## config.mk

```make
export PLATFORM = sky130hd
export DESIGN_NAME = mem_arbiter
export DESIGN_NICKNAME = d
export VERILOG_FILES = /design/src/rtl/mem_arbiter_pkg.sv /design/src/rtl/mem_arb_pick.sv /design/src/rtl/mem_arbiter.sv
export SDC_FILE = /design/constraint.sdc
export NUM_CORES = 1
export LEC_CHECK = 0
export CAP_MARGIN = 30
export CORE_MARGIN = 2
export CORE_UTILIZATION = 54
export CTS_CLUSTER_SIZE = 28
export DETAILED_ROUTE_END_ITERATION = 10
export PLACE_DENSITY = 0.93
export REMOVE_ABC_BUFFERS = 1
export SLEW_MARGIN = 25
export SYNTH_ARGS = -nofsm -noshare
export SYNTH_HDL_FRONTEND = slang
export SYNTH_SLANG_ARGS = --single-unit
export TNS_END_PERCENT = 1
```

## constraint.sdc

```tcl
create_clock -name clk -period 5.3 [get_ports clk]
set_input_delay 1.59 -clock clk [delete_from_list [all_inputs] [get_ports clk]]
set_output_delay 1.59 -clock clk [all_outputs]
set_load 0.005 [all_outputs]
```

## src/rtl/mem_arbiter_pkg.sv

```systemverilog
// mem_arbiter shared types: state and requester encodings, byte helpers.
// Imported by the picker and the sequencer top.
package mem_arbiter_pkg;

    localparam int AW = 32;

    typedef logic [AW-1:0] addr_t;
    typedef logic [31:0]   word_t;
    typedef logic [7:0]    byte_t;

    localparam logic READ_SIGNAL  = 1'b0;
    localparam logic WRITE_SIGNAL = 1'b1;

    typedef enum logic [1:0] {
        IDLE = 2'd0,
        RD   = 2'd1,
        WR   = 2'd2,
        DONE = 2'd3
    } state_t;

    typedef enum logic [1:0] {
        LS  = 2'd0,
        IFX = 2'd1,
        IFY = 2'd2
    } req_id_t;

    // Index of the last byte: 1 -> 0, 2 -> 1, anything else -> 3.
    function automatic logic [2:0] size_to_last(input logic [2:0] size);
        logic [2:0] last;
        last = 3'd3;
        if (size == 3'd1) last = 3'd0;
        if (size == 3'd2) last = 3'd1;
        return last;
    endfunction

    function automatic byte_t get_byte(input word_t w, input logic [1:0] i);
        return w[{i, 3'b000} +: 8];
    endfunction

endpackage

```

## src/rtl/mem_arb_pick.sv

```systemverilog
// Combinational requester picker: load/store first, then round-robin X/Y.
// Ports: three reqs, pref_y (1 = Y favoured), flush -> id, valid.
module mem_arb_pick
    import mem_arbiter_pkg::*;
(
    input  logic    ls_req,
    input  logic    ifx_req,
    input  logic    ify_req,
    input  logic    pref_y,
    input  logic    flush,
    output req_id_t id,
    output logic    valid
);

    logic fx, fy, g_ls, g_x, g_y;

    // A fetch seen on a flush edge is stale and must not be granted.
    assign fx   = ifx_req & ~flush;
    assign fy   = ify_req & ~flush;
    assign g_ls = ls_req;
    assign g_x  = ~ls_req & fx & (~fy | ~pref_y);
    assign g_y  = ~ls_req & fy & (~fx | pref_y);

    always_comb begin
        id    = LS;
        valid = 1'b0;
        unique case (1'b1)
            g_ls: begin id = LS;  valid = 1'b1; end
            g_x:  begin id = IFX; valid = 1'b1; end
            g_y:  begin id = IFY; valid = 1'b1; end
            default: begin id = LS; valid = 1'b0; end
        endcase
    end

endmodule

```

## src/rtl/mem_arbiter.sv

```systemverilog
// Byte-wide RAM port sequencer serving load/store and two fetch ports.
// Ports: clk/rst/rdy, ls_*, ifx_*, ify_*, flush, mem_* bus, busy.
module mem_arbiter
    import mem_arbiter_pkg::*;
#(
    parameter int ADDR_WIDTH = 32
) (
    input  logic                  clk,
    input  logic                  rst,
    input  logic                  rdy,
    input  logic                  ls_req,
    input  logic                  ls_we,
    input  logic [ADDR_WIDTH-1:0] ls_addr,
    input  logic [2:0]            ls_size,
    input  logic [31:0]           ls_wdata,
    output logic                  ls_done,
    output logic [31:0]           ls_rdata,
    input  logic                  ifx_req,
    input  logic [ADDR_WIDTH-1:0] ifx_addr,
    output logic                  ifx_done,
    output logic [31:0]           ifx_inst,
    input  logic                  ify_req,
    input  logic [ADDR_WIDTH-1:0] ify_addr,
    output logic                  ify_done,
    output logic [31:0]           ify_inst,
    input  logic                  flush,
    input  logic [7:0]            mem_din,
    output logic [7:0]            mem_dout,
    output logic [ADDR_WIDTH-1:0] mem_a,
    output logic                  mem_wr,
    output logic                  busy
);

    state_t                state;
    req_id_t               cur_id;
    logic [ADDR_WIDTH-1:0] cur_addr;
    logic [2:0]            cur_last;
    word_t                 cur_wdata;
    word_t                 data_q;
    word_t                 rd_word;
    logic [2:0]            cnt;
    logic [2:0]            cnt_nx;
    logic [ADDR_WIDTH-1:0] addr_nx;
    logic                  kill;
    logic                  pref_y;
    req_id_t               pick_id;
    logic                  pick_vld;

    mem_arb_pick u_pick (
        .ls_req  (ls_req),
        .ifx_req (ifx_req),
        .ify_req (ify_req),
        .pref_y  (pref_y),
        .flush   (flush),
        .id      (pick_id),
        .valid   (pick_vld)
    );

    assign busy    = (state != IDLE);
    assign cnt_nx  = cnt + 3'd1;
    assign addr_nx = cur_addr + {{(ADDR_WIDTH-3){1'b0}}, cnt_nx};

    // Captured word including the byte arriving on this edge.
    always_comb begin
        rd_word = data_q;
        unique case (cnt[1:0])
            2'd0: rd_word[7:0]   = mem_din;
            2'd1: rd_word[15:8]  = mem_din;
            2'd2: rd_word[23:16] = mem_din;
            2'd3: rd_word[31:24] = mem_din;
            default: rd_word = data_q;
        endcase
    end

    always_ff @(posedge clk or negedge rst) begin
        if (!rst) begin
            state     <= IDLE;
            cur_id    <= LS;
            cur_addr  <= '0;
            cur_last  <= '0;
            cur_wdata <= '0;
            data_q    <= '0;
            cnt       <= '0;
            kill      <= 1'b0;
            pref_y    <= 1'b0;
            ls_done   <= 1'b0;
            ls_rdata  <= '0;
            ifx_done  <= 1'b0;
            ifx_inst  <= '0;
            ify_done  <= 1'b0;
            ify_inst  <= '0;
            mem_dout  <= '0;
            mem_a     <= '0;
            mem_wr    <= 1'b0;
        end else if (rdy) begin
            unique case (state)
                IDLE: begin
                    if (pick_vld) begin
                        cur_id <= pick_id;
                        cnt    <= '0;
                        data_q <= '0;
                        kill   <= 1'b0;
                        state  <= RD;
                        unique case (pick_id)
                            LS: begin
                                cur_addr  <= ls_addr;
                                cur_last  <= size_to_last(ls_size);
                                cur_wdata <= ls_wdata;
                                mem_a     <= ls_addr;
                                if (ls_we == WRITE_SIGNAL) begin
                                    state    <= WR;
                                    mem_wr   <= 1'b1;
                                    mem_dout <= ls_wdata[7:0];
                                end
                            end
                            IFX: begin
                                cur_addr <= ifx_addr;
                                cur_last <= 3'd3;
                                mem_a    <= ifx_addr;
                                pref_y   <= 1'b1;
                            end
                            IFY: begin
                                cur_addr <= ify_addr;
                                cur_last <= 3'd3;
                                mem_a    <= ify_addr;
                                pref_y   <= 1'b0;
                            end
                            default: ;
                        endcase
                    end
                end
                RD: begin
                    data_q <= rd_word;
                    if (flush && cur_id != LS) kill <= 1'b1;
                    if (cnt == cur_last) begin
                        state <= DONE;
                        mem_a <= '0;
                        unique case (cur_id)
                            LS: begin
                                ls_done  <= 1'b1;
                                ls_rdata <= rd_word;
                            end
                            IFX: begin
                                ifx_done <= ~(kill | flush);
                                ifx_inst <= rd_word;
                            end
                            IFY: begin
                                ify_done <= ~(kill | flush);
                                ify_inst <= rd_word;
                            end
                            default: ;
                        endcase
                    end else begin
                        cnt   <= cnt_nx;
                        mem_a <= addr_nx;
                    end
                end
                WR: begin
                    if (cnt == cur_last) begin
                        state   <= DONE;
                        mem_wr  <= 1'b0;
                        mem_a   <= '0;
                        ls_done <= 1'b1;
                    end else begin
                        cnt      <= cnt_nx;
                        mem_a    <= addr_nx;
                        mem_dout <= get_byte(cur_wdata, cnt_nx[1:0]);
                    end
                end
                DONE: begin
                    state    <= IDLE;
                    ls_done  <= 1'b0;
                    ifx_done <= 1'b0;
                    ify_done <= 1'b0;
                end
                default: state <= IDLE;
            endcase
        end
    end

endmodule

```

=== Yosys cells after proc, flatten, opt, wreduce, memory -nomap -nowiden ===
Index checks and enable logic that the tools add are counted.

* Flip-flop bits (word level): 248
* Latch bits: 0
* Bits in writable memories: 0
* ROM bits: 0
* Input bits: 147
* Output and inout bits: 141
* Word-level logic and storage cells: 145
* Memories: 0

* Add/subtract/negate cells: 2
* $mul: 0
* Div/mod/pow operators: 0
* Magnitude comparators: 0
* Equal/unequal tests: 26
* Shifts and indexed selects: 1
* Mux-type cells: 47
* Bitwise operators: 15
* Reductions and logical operators: 36

{| class="wikitable"
|+ Operators by type and width
! operator !! number
|-
| $pmux W32 S2 || 2
|-
| $mux W32 || 3
|-
| $pmux W32 S3 || 1
|-
| $mux W8 || 8
|-
| $reduce_and A4 Y1 || 12
|-
| $add A32 B3 Y32 || 1
|-
| $shiftx A32 B6 Y8 || 1
|-
| $pmux W8 S2 || 1
|-
| $reduce_bool A2 Y1 || 8
|-
| $mux W1 || 14
|-
| $ne A2 B2 Y1 const B || 7
|-
| $eq A2 B2 Y1 const B || 6
|-
| $pmux W3 S2 || 2
|-
| $reduce_and A6 Y1 || 2
|-
| $mux W2 || 5
|-
| $ne A2 B1 Y1 const B || 5
|-
| $pmux W1 S2 || 5
|-
| $mux W3 || 3
|-
| $reduce_and A3 Y1 || 3
|-
| $eq A2 B1 Y1 const B || 4
|-
| $logic_not A2 Y1 || 4
|-
| $and A1 B1 Y1 || 6
|-
| $not A1 Y1 || 6
|-
| $pmux W2 S3 || 1
|-
| other kinds (13) || 17
|}

=== Logic depth before layout (Yosys ltp) ===
Gate-level depths: netlist of run 1.

* Word-level depth: 10
* Depth in mapped cells: 11
* Mapped depth without buffers: 9

=== Cells and area by module ===
From an unflattened synthesis of run 1, not the netlist that was laid out.

* Cell total of the unflattened synthesis: 1119
* Area total of the unflattened synthesis: 11509.8 um^2

{| class="wikitable"
|+ By module, submodules not included
! module !! instances !! cells each !! area an instance (um^2) !! sequential area each (um^2)
|-
| mem_arbiter || 1 || 1112 || 11472.3 || 6180.9
|-
| mem_arb_pick || 1 || 7 || 37.5 || 0.0
|}

=== Worst setup path after synthesis of run 1 ===
No wires, ideal clock.

* Path type: input-to-reg
* From: in ls_req
* To: reg mem_a[17]
* Setup time: 0.126 ns
* Data arrival time: 3.249 ns
* Data required time: 5.174 ns
* Path slack: 1.925 ns
* Stages: 9
* Path buffers: 2
* Cells stage by stage: nor2_1 > nand3_1 > ha_1 > nor3_1 > or3_1 > buf_2 > nor2_4 > buf_4 > a221o_1

* Longest elaborated chain between the ends: 8
* Elaborated cells between the ends (all ways): 17
* Classes of those cells: 4 x eq/ne; 5 x mux; 5 x bitwise; 3 x reduce/logical

{| class="wikitable"
|+ RTL lines
! what !! line !! RTL
|-
| start: declaration || mem_arbiter.sv:11 || <nowiki>input logic ls_req,</nowiki>
|-
| $not A1 Y1 || mem_arb_pick.sv:21, mem_arb_pick.sv:22 ||
|-
| $and A1 B1 Y1, on equally long branches (2 in series) || mem_arb_pick.sv:22, mem_arb_pick.sv:21 ||
|-
| $pmux W2 S2 || mem_arb_pick.sv:27 || <nowiki>unique case (1'b1)</nowiki>
|-
| $eq A2 B2 Y1 (tied with other cells) || mem_arbiter.sv:104 || <nowiki>unique case (pick_id)</nowiki>
|-
| $pmux W32 S3 || mem_arbiter.sv:104 ||
|-
| $mux W32 || mem_arbiter.sv:98 || <nowiki>if (pick_vld) begin</nowiki>
|-
| $pmux W32 S2 || mem_arbiter.sv:96 || <nowiki>unique case (state)</nowiki>
|-
| end signal: assignment || mem_arbiter.sv:109 || <nowiki>mem_a <= ls_addr;</nowiki>
|-
| end signal: assignment || mem_arbiter.sv:119 || <nowiki>mem_a <= ifx_addr;</nowiki>
|-
| end signal: assignment || mem_arbiter.sv:125 || <nowiki>mem_a <= ify_addr;</nowiki>
|-
| end: declaration || mem_arbiter.sv:29 || <nowiki>output logic [ADDR_WIDTH-1:0] mem_a,</nowiki>
|}

Several ways; a longest one is shown, not always the timed one. The select of a mux whose other input is x is not followed.
A chain may end at the register's enable or synchronous reset.

=== Worst setup path in the final report of run 1 ===
* From: in ls_req
* To: reg mem_a[28]

The elaborated chain is that of the path after synthesis.

==> results_dict.tcl, run 1 <==
set metrics [dict create \
    status "complete, no violations" \
    worst-path-max-fanout 22 \
    worstSetupEndpoint "mem_a[28]$_DFFE_PN0P_" \
    row_count 54 \
    max_slew.worst_pin.slew_ps 950 \
    dpl.hpwl_um 22600 \
    ys_seq_elements 247 \
    avgViaCountPerCell 6.07 \
    fillers 1420 \
    hold_buffers 0 \
    cts_root_buf "clkbuf_16" \
    yosys.area.top_type_share_pct 52.1 \
    clock.fmax_mhz 248 \
    dieArea_um2 23200 \
    timing_worst_setup_path_type "input pin to flip-flop" \
    io_buffers 287 \
    synth_edf_count 0 \
    wl_per_cell_um 19.4 \
    dpl_worst_slack_ps 791 \
    maxCapViolations 0 \
    path_cells "clkdlybuf4s50_1 -> nor2_1 -> nand3_1 -> ha_2 -> nor3_1 -> or3_1 -> buf_4 -> nor3_1 -> a221o_1" \
    antenna_cells 0 \
    synth_top_area_cell "dfrtp_1" \
    slowest_stage "clkdlybuf4s50_1" \
    hold_ws_ps 484 \
    drc 0 \
    slew_viol_final 0 \
    timing.final.ws_setup_ps 1260 \
    r2r-end "mem_a[11]$_DFFE_PN0P_" \
    endpoint_kind "flip-flop" \
    yosysWarnings 0 \
    yosysSeqAreaShare_pct 52.1 \
    synthArstFlopShare_pct 100 \
    drive_gt1_share_pct 9.25 \
    area_growth_pct 33.8 \
    cts_buffers 26 \
    postCtsSetupRepairBufs 0 \
    first_iter_violations 751 \
    p_per_area_nw_per_um2 530 \
    vias 10500 \
    coreArea_um2 21700 \
    crit_start "ls_req" \
    yosys-top-cells-area "dfrtp_1, nand2_1, o21ai_0" \
    cts.sinks 247 \
    cts_tree "done" \
    syn_area_um2 11900 \
    min_period_ps 4040 \
    antenna_found_initial 0 \
    required_ps 5700 \
    htreeDepth 1 \
    grt_use_total_pct 28.2 \
    clkLatencyLatePin_ps 520 \
    cpPeakStageDelay_ps 530 \
    cp_common_cell "nor3_1" \
    cp-start-kind "input pin" \
    num_io_pins 288 \
    final-setup-viol-count 0 \
    peakVddDrop_uv 331 \
    fin_crit_sh_pct 76.2 \
    relSlewSlack_pct 36.7 \
    leakage_nw 6.68 \
    routed_wl_um 33500 \
    dr.pass1.iters 6 \
    initial_utilization_pct 54.7 \
    cts_buffer_depth 3 \
    ys_types 68 \
    drtAntennaViolNets 0 \
    layout.nets 1596 \
    reg2reg_setup_slack_ps 1810 \
    post_cts_resized 0 \
    synth_cells 1180 \
    gp_congestion 0.839 \
    rsz0062_at_grt "no" \
    crit_arrival_ps 4440 \
    timing.rr.start "cnt[0]$_DFFE_PN0P_" \
    reg2reg_depth 9 \
    synthFlopType "dfrtp_1" \
    fin_skew_ps 13.5 \
    hold_viol 0 \
    die_h_um 152 \
    path_clk_slew_ps 60 \
    grt_max_degree 134 \
    first_global_vias 10400 \
    grt-ovfl-total 0 \
    grt_pass1_wl_um 53700 \
    hold_path_class "flip-flop to flip-flop" \
    fp.dieW_um 152 \
    avgSynthCellArea_um2 10.1 \
]
==> synth_stat cells (3+ instances only) <==
master       n
a21oi_1     31
nand4_2      3
nand4_1      4
nand2_1    208
nor3_1      30
a22oi_1     31
nand2b_1     3
and3_1       7
a31o_2       8
o21ai_0    105
o22a_1       5
o22ai_1     21
o21a_1      27
a31oi_1      3
or4_1        3
mux2_2      33
mux2i_1     11
o31ai_1      5
xnor2_1      9
xor2_1      20
o221ai_1     8
inv_1       34
buf_2       15
a21boi_0     6
nand3_1      8
o211ai_1     3
a221o_1     16
a22o_1      34
o21ai_1     73
nor2b_1     10
mux4_2       8
and2_1       4
clkbuf_1    63
nor2_1      21
ha_1        17
dfrtp_1    247
o2bb2ai_1    6
==> area by class of cell <==
type	instances	area, um2	share of cell area, %
clock buffer	36	759	4.78
multi-input combinational	815	5260	33.1
sequential	247	6180	38.9
tap	280	350	2.21
clock inverter	10	82.6	0.520
inverter	35	131	0.827
timing repair buffer	306	3120	19.7
==> critical path: cells and delay by family <==
| family | cells | cell delay [ps] |
|---|---|---|
| simple gates | 5 | 1330 |
| buf+inv | 2 | 890 |
| fa+ha+maj | 1 | 330 |
| compound gates | 1 | 290 |
==> registers in the layout, summed over array words and instances, names as in the netlist, 2 cells and up <==
name,flops
cnt,3
cur_addr,32
cur_id,2
cur_last,2
cur_wdata,32
data_q,32
ifx_inst,32
ify_inst,32
ls_rdata,32
mem_a,32
mem_dout,8
state,2
==> cells by family after synthesis <==
kind of cell               Yosys count  share of synthesized area, %
AOI/OAI and AO/OA                  395                          21.8
adders and majority gates           18                          1.96
xor gates and xnor gates            29                          2.14
buffers and inverters              118                          4.05
and+or+nand+nor                    320                          12.4
muxes                               53                          5.67
DFF                                247                          52.1
==> stage by stage <==
stage | cell area (um2) | total power, mW | std cells | setup TNS (ps) | utilization [%]
4_1_cts | 15800 | 8.42 | 1725 | 0 | 72.8
3_3_place_gp | 14900 | 6.35 | 1679 | 0 | 68.9
6_report | 15900 | 8.42 | 1729 | 0 | 73.3
2_1_floorplan | 11500 | 4.99 | 1097 | -312 | -
5_1_grt | 15900 | 8.89 | 1729 | 0 | 73.3
3_5_place_dp | 15000 | 6.57 | 1679 | 0 | 68.9
==> how the worst min path moves through the flow <==
stage	startpoint	endpoint	slack, ps	depth (start not counted)
after floorplan	cur_addr[30]$_DFFE_PN0P_	cur_addr[30]$_DFFE_PN0P_	450	2
after global placement	ify_inst[1]$_DFFE_PN0P_	ify_inst[1]$_DFFE_PN0P_	460	2
after detailed placement	ify_inst[8]$_DFFE_PN0P_	ify_inst[8]$_DFFE_PN0P_	470	2
after CTS	ls_rdata[18]$_DFFE_PN0P_	ls_rdata[18]$_DFFE_PN0P_	490	2
after global routing	ls_rdata[23]$_DFFE_PN0P_	ls_rdata[23]$_DFFE_PN0P_	510	2
final	ls_rdata[18]$_DFFE_PN0P_	ls_rdata[18]$_DFFE_PN0P_	480	2
==> cell usage in the layout, fill, tap and decap left out, types with 4 or more instances in the layout <==
master and count:
xor2_1 20, mux2_2 33, o21a_1 27, o31ai_1 5, o22a_1 5, clkbuf_1 4, xnor2_1 9, o221ai_1 8
nand2_1 208, nand4_1 4, a21boi_0 6, and2_1 4, nor3_1 29, mux4_2 8, clkinv_2 7, a22oi_1 31
ha_1 15, buf_4 12, mux2i_1 11, buf_12 5, nand4_4 4, a221o_1 16, dfrtp_1 247, nor2b_1 10
clkbuf_16 27, o21ai_0 105, clkbuf_8 5, o21ai_1 72, nor2_1 21, o22ai_1 21, a21oi_1 31, nand3_1 8
o2bb2ai_1 6, a31o_2 8, inv_1 34, clkdlybuf4s50_1 286, and3_1 7, a22o_1 34
==> report_power, final <==
group          switching [mW]  internal, mW  total, mW  leakage (nW)
Sequential              0.493          2.55       3.04          3.19
Clock                   0.737          1.05       1.79         0.424
Combinational            1.88          1.71       3.59          3.06
Total                    3.11          5.31       8.42          6.68
==> metal layers <==
metal / share of wire, % / up-vias / track usage, %
li1: - / 4742 / -
met1: 39 / 5157 / 36.0
met2: 51 / 516 / 49.9
met3: 7.2 / 77 / 4.58
met4: 2.6 / 0 / 8.10
met5: 0 / - / 0
Note: power is estimated with default switching activity, not from simulation.
==> inputs of run 2 (changes only) <==
--- a/config.mk
+++ b/config.mk
@@ -7,10 +7,10 @@
 export LEC_CHECK = 0
 export CAP_MARGIN = 30
 export CORE_MARGIN = 2
-export CORE_UTILIZATION = 54
+export CORE_UTILIZATION = 50
 export CTS_CLUSTER_SIZE = 28
 export DETAILED_ROUTE_END_ITERATION = 10
-export PLACE_DENSITY = 0.93
+export PLACE_DENSITY = 0.88
 export REMOVE_ABC_BUFFERS = 1
 export SLEW_MARGIN = 25
 export SYNTH_ARGS = -nofsm -noshare
==> constraint.sdc (replaced) <==
create_clock -name clk -period 4 [get_ports clk]
set_input_delay 1.2 -clock clk [delete_from_list [all_inputs] [get_ports clk]]
set_output_delay 1.2 -clock clk [all_outputs]
set_load 0.005 [all_outputs]
==> results_dict.tcl, run 2 (same netlist as run 1, synthesis figures left out) <==
set metrics [dict create \
    drc 0 \
    grt-ovfl-total 0 \
    dpl.hpwl_um 22800 \
    cts_buffer_depth 3 \
    cts_buffers 26 \
    cts_root_buf "clkbuf_16" \
    timing_worst_setup_path_type "input pin to flip-flop" \
    layout_commonest_cell "clkdlybuf4s50_1" \
    maxCapViolations 0 \
    final_cell_mix "clkdlybuf4s50_1, dfrtp_1, nand2_1" \
    rsz0062_at_grt "no" \
    num_io_pins 288 \
    min_period_ps 3350 \
    final_util_pct 68.3 \
    die_h_um 158 \
    worst-path-max-fanout 37 \
    dieArea_um2 25000 \
    initial_utilization_pct 50.7 \
    required_ps 4450 \
    avgViaCountPerCell 5.73 \
    vias 10200 \
    timing.rr.start "cnt[1]$_DFFE_PN0P_" \
    clkLatencyLatePin_ps 530 \
    peakVddDrop_uv 387 \
    fillers 1709 \
    slew_viol_final 0 \
    fin_crit_sh_pct 83.6 \
    timing.final.ws_setup_ps 654 \
    first_global_vias 10200 \
    grt_pass1_wl_um 52300 \
    reg2reg_setup_slack_ps 800 \
    path_clk_slew_ps 60 \
    hold_viol 0 \
    cp-start-kind "input pin" \
    min_path_cells 2 \
    row_count 56 \
    drtAntennaViolNets 0 \
    dr.pass1.iters 5 \
    area_growth_pct 34.6 \
    max_slew.worst_pin.slew_ps 947 \
    cts.sinks 247 \
    routed_wl_um 32800 \
    grt_max_degree 105 \
    htreeDepth 1 \
    min_to "cur_addr[30]$_DFFE_PN0P_" \
    clock.fmax_mhz 299 \
    fp.dieW_um 158 \
    leakage_nw 6.71 \
    layout.nets 1608 \
    p_total_mw 11.0 \
    endpoint_kind "flip-flop" \
    post_cts_resized 0 \
    p_per_area_nw_per_um2 691 \
    cts_tree "done" \
    first_iter_violations 741 \
    gp_congestion 0.949 \
    wl_per_cell_um 18.4 \
    dpl_worst_slack_ps 136 \
    hold_buffers 0 \
    postCtsSetupRepairBufs 0 \
    grt_use_total_pct 26.2 \
    hp-start "cur_addr[30]$_DFFE_PN0P_" \
    crit_arrival_ps 3800 \
    antenna_found_initial 0 \
    r2r-end "mem_a[11]$_DFFE_PN0P_" \
    hold_path_class "flip-flop to flip-flop" \
    status "complete, no violations" \
    reg2reg_depth 8 \
    coreArea_um2 23400 \
    final-setup-viol-count 0 \
    io_buffers 287 \
    relSlewSlack_pct 36.9 \
    antenna_cells 0 \
    fin_skew_ps 10.7 \
    drive_gt1_share_pct 10.1 \
]
[run 2: cell count changes in the layout (fill, tap and decap cells not counted), moves of 2 or more]
cell,delta
buf_12,+2
clkinv_2,+3
clkbuf_8,-2
buf_4,+11
buf_16,-2
[run 2: worst max path at each step]
| stage | end | from | slack [ps] |
|---|---|---|---|
| final | mem_a[26]$_DFFE_PN0P_ | ls_req | 650 |
| after global routing | mem_a[26]$_DFFE_PN0P_ | ls_req | 510 |
| after CTS | busy | state[0]$_DFFE_PN0P_ | 680 |
| after detailed placement | mem_a[30]$_DFFE_PN0P_ | ls_req | 140 |
| after global placement | mem_a[14]$_DFFE_PN0P_ | ls_req | 220 |
| after floorplan | mem_a[0]$_DFFE_PN0P_ | ls_req | -950 |
[run 2: critical path, stage by stage]
cell,delay [ps]
clkdlybuf4s50_1,530
nor2_1,190
nand3_1,200
ha_2,420
nor3_1,80
or3_1,360
buf_12,190
nor2_4,370
a221o_1,230
[run 2: area by class of cell]
cell class / instances / area [um2] / area share, %
clock inverters: 14 / 83.8 / 0.524
flip-flops and latches: 247 / 6180 / 38.7
inverters: 35 / 131 / 0.822
multi-input cells: 815 / 5260 / 32.9
clock buffers: 33 / 728 / 4.56
repair buffers: 318 / 3210 / 20.1
well taps: 319 / 399 / 2.50
[run 2: stage by stage]
step	hold WS [ps]	cell area [um2]	instances	TNS [ps]
2_1_floorplan	450	11500	1097	-15840
3_3_place_gp	460	15200	1733	0
3_5_place_dp	470	15200	1733	0
4_1_cts	484	16000	1780	0
5_1_grt	512	16000	1781	0
6_report	481	16000	1781	0
[run 2: layer usage]
metal,up-vias,wire (um),track usage [%]
li1,4764,-,-
met1,4903,13000,33.4
met3,62,2650,4.68
met5,-,0,0
met4,0,824,8.37
met2,470,16300,45.4
[run 2: where the power goes]
group	switching (mW)	internal (mW)	leakage, nW	total (mW)
combinational	2.43	2.32	3.11	4.74
sequential	0.636	3.38	3.19	4.01
clock	1.00	1.29	0.410	2.29
==> inputs of run 3 (changes only) <==
==> constraint.sdc (replaced) <==
create_clock -name clk -period 3.5 [get_ports clk]
set_input_delay 1.05 -clock clk [delete_from_list [all_inputs] [get_ports clk]]
set_output_delay 1.05 -clock clk [all_outputs]
set_load 0.005 [all_outputs]
==> results_dict.tcl, run 3 (same netlist as run 1, synthesis figures left out) <==
set metrics [dict create \
    final_cell_mix "clkdlybuf4s50_1, dfrtp_1, nand2_1" \
    drtAntennaViolNets 0 \
    postLayoutCellArea_um2 16200 \
    area_growth_pct 36.7 \
    cts.sinks 247 \
    crit_buf_inv 3 \
    avgViaCountPerCell 5.78 \
    wl_per_cell_um 18.9 \
    first_iter_violations 685 \
    hold_buffers 0 \
    drc 0 \
    post_dp_cell_area_um2 15300 \
    fin_crit_sh_pct 89.1 \
    vias 10300 \
    coreArea_um2 23400 \
    grt_use_total_pct 27.4 \
    hold_path_class "input pin to asynchronous set/reset pin" \
    dpl_worst_slack_ps -37.6 \
    fin_skew_ps 7.45 \
    grt-ovfl-total 0 \
    crit_arrival_ps 2070 \
    dieArea_um2 25000 \
    fp.dieW_um 158 \
    maxCapViolations 0 \
    dpl.hpwl_um 23300 \
    routed_wl_um 33800 \
    cts_buffer_depth 3 \
    max_slew.worst_pin.slew_ps 927 \
    clkLatencyLatePin_ps 520 \
    path_clk_slew_ps 60 \
    htreeDepth 1 \
    cp-start-kind "flip-flop" \
    final_util_pct 69.4 \
    dpl.cell_count 1736 \
    final-setup-viol-count 0 \
    min_period_ps 3120 \
    drive_gt1_share_pct 10.4 \
    endpoint_kind "output port" \
    p_total_mw 13.1 \
    timing_worst_setup_path_type "flip-flop to output port" \
    status "complete, no violations" \
    dr.pass1.iters 5 \
    die_h_um 158 \
    relSlewSlack_pct 38.2 \
    antenna_found_initial 0 \
    slew_viol_final 0 \
    layout.nets 1610 \
    path_cells "inv_1 -> ha_1 -> inv_2 -> clkdlybuf4s50_1" \
    clock.fmax_mhz 321 \
    postCtsSetupRepairBufs 0 \
    rsz0062_at_grt "no" \
    grt_pass1_wl_um 54200 \
    initial_utilization_pct 50.7 \
    cpPeakStageDelay_ps 560 \
    cts_root_buf "clkbuf_16" \
    post_cts_resized 0 \
    gp_congestion 0.953 \
    num_io_pins 288 \
    cts_buffers 26 \
    layout_commonest_cell "clkdlybuf4s50_1" \
    fillers 1729 \
    p_per_area_nw_per_um2 808 \
    first_global_vias 10600 \
    peakVddDrop_uv 483 \
    timing.final.ws_setup_ps 381 \
    antenna_cells 0 \
    row_count 56 \
    slowest_stage "clkdlybuf4s50_1" \
    hold_viol 0 \
    cts_tree "done" \
    worst_path_dominant_cell_family "buffers and inverters" \
    fin_cells 1784 \
    worst-path-max-fanout 7 \
    grt_max_degree 69 \
    leakage_nw 6.81 \
    io_buffers 287 \
    required_ps 2450 \
]
## run 3: cell count changes in the layout (fill, tap and decap cells not counted)
cell,change
bufinv_16,+6
buf_4,-3
clkinvlp_4,+3
clkbuf_8,+1
buf_12,+6
clkbuf_1,-1
clkinv_2,-7
clkinv_4,-1
buf_8,-1
## run 3: path summary, 6_finish.rpt
check / end / from / slack (ps) / cells after the start
max in group asynchronous: cur_wdata[14]$_DFFE_PN0P_ / rst / 2250 / 2
min: ifx_inst[18]$_DFFE_PN0P_ / rst / 470 / 1
min reg2reg: ls_rdata[27]$_DFFE_PN0P_ / ls_rdata[27]$_DFFE_PN0P_ / 480 / 2
max reg2reg: mem_a[27]$_DFFE_PN0P_ / cnt[1]$_DFFE_PN0P_ / 600 / 8
min in group clk: ls_rdata[27]$_DFFE_PN0P_ / ls_rdata[27]$_DFFE_PN0P_ / 480 / 2
max: busy / state[0]$_DFFE_PN0P_ / 380 / 4
## run 3: stage by stage
| step | hold WS (ps) | setup TNS (ps) |
|---|---|---|
| finish | 468 | 0 |
| global route | 496 | 0 |
| global placement | 462 | 0 |
| floorplan | 450 | -26960 |
| detailed placement | 470 | -363 |
| CTS | 484 | 0 |
## run 3: where the power goes
group	internal (mW)	switching (mW)
Sequential	3.86	0.730
Combinational	2.64	2.78
Clock	1.94	1.17
Total	8.44	4.68
## run 3: cell type report
class                           count  area, um2  share of cell area, %
Clock buffer                       33        738                   4.55
Clock inverter                     15        243                   1.50
Inverter                           35        131                  0.809
Multi-Input combinational cell    815       5260                   32.4
Sequential cell                   247       6180                   38.1
Tap cell                          319        399                   2.46
Timing Repair Buffer              320       3290                   20.3
## run 3: layer usage
| metal | vias up | GRT usage (%) | routed length (um) |
|---|---|---|---|
| li1 | 4779 | - | - |
| met1 | 5023 | 33.2 | 13100 |
| met2 | 451 | 48.9 | 17100 |
| met3 | 66 | 5.47 | 2600 |
| met4 | 0 | 9.35 | 1010 |
| met5 | - | 0 | 0 |
==> variant: new RTL, flow settings as in run 1 <==
Change the parameter `ADDR_WIDTH` from 32 to 64.
--- a/src/rtl/mem_arbiter.sv
+++ b/src/rtl/mem_arbiter.sv
@@ -4,5 +4,5 @@
     import mem_arbiter_pkg::*;
 #(
-    parameter int ADDR_WIDTH = 32
+    parameter int ADDR_WIDTH = 64
 ) (
     input  logic                  clk,
Interface: changed (resized ifx_addr, ify_addr, ls_addr and mem_a); port bits go from 288 to 416. No check against the original RTL was run, so the function may have changed too.
==> variant against run 1 <==
Sequential cell count grew 64. Worst setup slack improved by 0.18 ns. Sequential power rose by 37%. Design area grew 32%. Total power increased by 32%. Synthesized area is 30% higher. Wire length up 48%. Utilization up 1.4 points. Die area increased by 30%.
==> variant: results (changes against run 1) <==
* Status: complete, no violations (unchanged)
* CTS buffer count at 30 (was 26)
* Seq/Total Area, Yosys at 0.503 (was 0.521)
* First-pass GRT wire length at 77700 um (was 53700 um)
* GPL Wtd Cong at 0.905 (was 0.839)
* HPWL Detailed at 34900 um (was 22600 um)
* Fin Clk Skew at 0.0262 ns (was 0.0135 ns)
* Share of cells above drive strength 1 at 0.0751 (was 0.0925)
* Number of library cell types mapped by synthesis at 59 (was 68)
* Adder-Cell Fraction of Synth Area at 0.0142 (was 0.0196)
* Dpl cell area at 19900 um^2 (was 15000 um^2)
* Worst-path fanout max at 63 (was 22)
* Worst vdd ir at 0.289 mV (was 0.331 mV)
* Largest stage delay, worst path at 0.50 ns (was 0.53 ns)
* Final nets at 2286 (was 1596)
* CP delay by family, top: buffers and inverters (was simple AND/OR/NAND/NOR gates)
* Drt total wl at 49400 um (was 33500 um)
* Fillers at 1846 (was 1420)
* Synth Area in Compound Gates at 0.217 (was 0.218)
* Worst path most repeated cell: nor2_1 (was nor3_1)
* Multiplexer share of the synthesized area at 0.0428 (was 0.0567)
* Top cells by area, synth: dfrtp_1 50%, o21ai_0 11%, nand2_1 7.2%, a22oi_1 3.1%, a21oi_1 3.0% (was dfrtp_1 52%, nand2_1 6.6%, o21ai_0 4.4%, mux2_2 3.1%, o21ai_1 3.1%)
* Non-Filler Instances at 2428 (was 1729)
* Largest net degree at the start of global routing at 133 (was 134)
* Worst EP arrival at 4.31 ns (was 4.44 ns)
* Number of global-route vias before repair at 14600 (was 10400)
* Synth top cells by count: 352 x o21ai_0, 311 x dfrtp_1, 296 x nand2_1, 104 x clkbuf_1, 94 x a21oi_1 (was 247 x dfrtp_1, 208 x nand2_1, 105 x o21ai_0, 73 x o21ai_1, 63 x clkbuf_1)
* P_int at 6.78 mW (was 5.31 mW)
* Via/cell ratio at 6.07 (about the same)
* Clk Latency, worst-skew pair at 0.57 ns (was 0.52 ns)
* Tot GR Track Use at 0.321 (was 0.282)
* Number of port buffers at 415 (was 287)
==> variant: worst register-to-register path, cell delays in order, from the launching register on <==
cell and delay (ns):
dfrtp_1 0.33, buf_4 0.27, inv_1 0.18, ha_1 0.73
fa_1 0.34, a21o_2 0.19, nand4_2 0.26, or4_4 0.72
or3_1 0.39, a21oi_1 0.16, o22a_1 0.15
==> variant: cell families after synthesis <==
family | after synthesis
simple gates | 497
compound gates | 595
flops | 311
fa+ha+maj | 17
buf+inv | 147
xor+xnor | 62
mux | 52
==> variant: worst paths after layout <==
| path | startpoint | depth (start not counted) | end | slack (ns) |
|---|---|---|---|---|
| max | flush | 11 | mem_a[47] | 1.44 |
| max in group asynchronous | rst | 2 | cur_wdata[23] | 3.15 |
| min in group asynchronous | rst | 1 | ify_inst[25] | 1.09 |
| min reg2reg | data_q[12] | 2 | data_q[12] | 0.47 |
| min | data_q[12] | 2 | data_q[12] | 0.47 |
| max reg2reg | cnt[0] | 10 | mem_a[42] | 1.50 |
==> variant: cell type report <==
cell class / instances / area (um^2) / area share
clock buffer: 37 / 827 / 0.0395
multi-input combinational: 1223 / 7160 / 0.342
inverter: 22 / 82.6 / 0.00395
timing repair buffer: 438 / 4410 / 0.211
tap: 378 / 473 / 0.0226
sequential: 311 / 7780 / 0.372
clock inverter: 19 / 185 / 0.00885
==> variant: power groups by stage <==
| stage | clock network (mW) | registers, mW | logic, mW |
|---|---|---|---|
| 2_1_floorplan | 0 | 3.98 | 2.42 |
| 3_3_place_gp | 0 | 4.06 | 4.44 |
| 3_5_place_dp | 0 | 4.13 | 4.68 |
| 4_1_cts | 2.19 | 4.12 | 4.73 |
| 5_1_grt | 2.29 | 4.24 | 5.15 |
| 6_report | 2.17 | 4.15 | 4.75 |
==> variant: layer usage <==
layer,vias to the layer above,global-route usage,wire [um]
met4,0,0.186,3070
met5,-,0,0
met2,859,0.560,24800
met1,7049,0.378,17900
li1,6638,-,-
met3,185,0.0511,3720
==> variant: stage by stage <==
stage          hold WS, ns  setup slack [ns]  power, mW
2_1_floorplan        0.442             -2.91       6.40
3_3_place_gp         0.454              1.07       8.50
3_5_place_dp         0.462             0.961       8.81
4_1_cts              0.477              1.49       11.0
5_1_grt              0.492              1.30       11.7
6_report             0.472              1.44       11.1
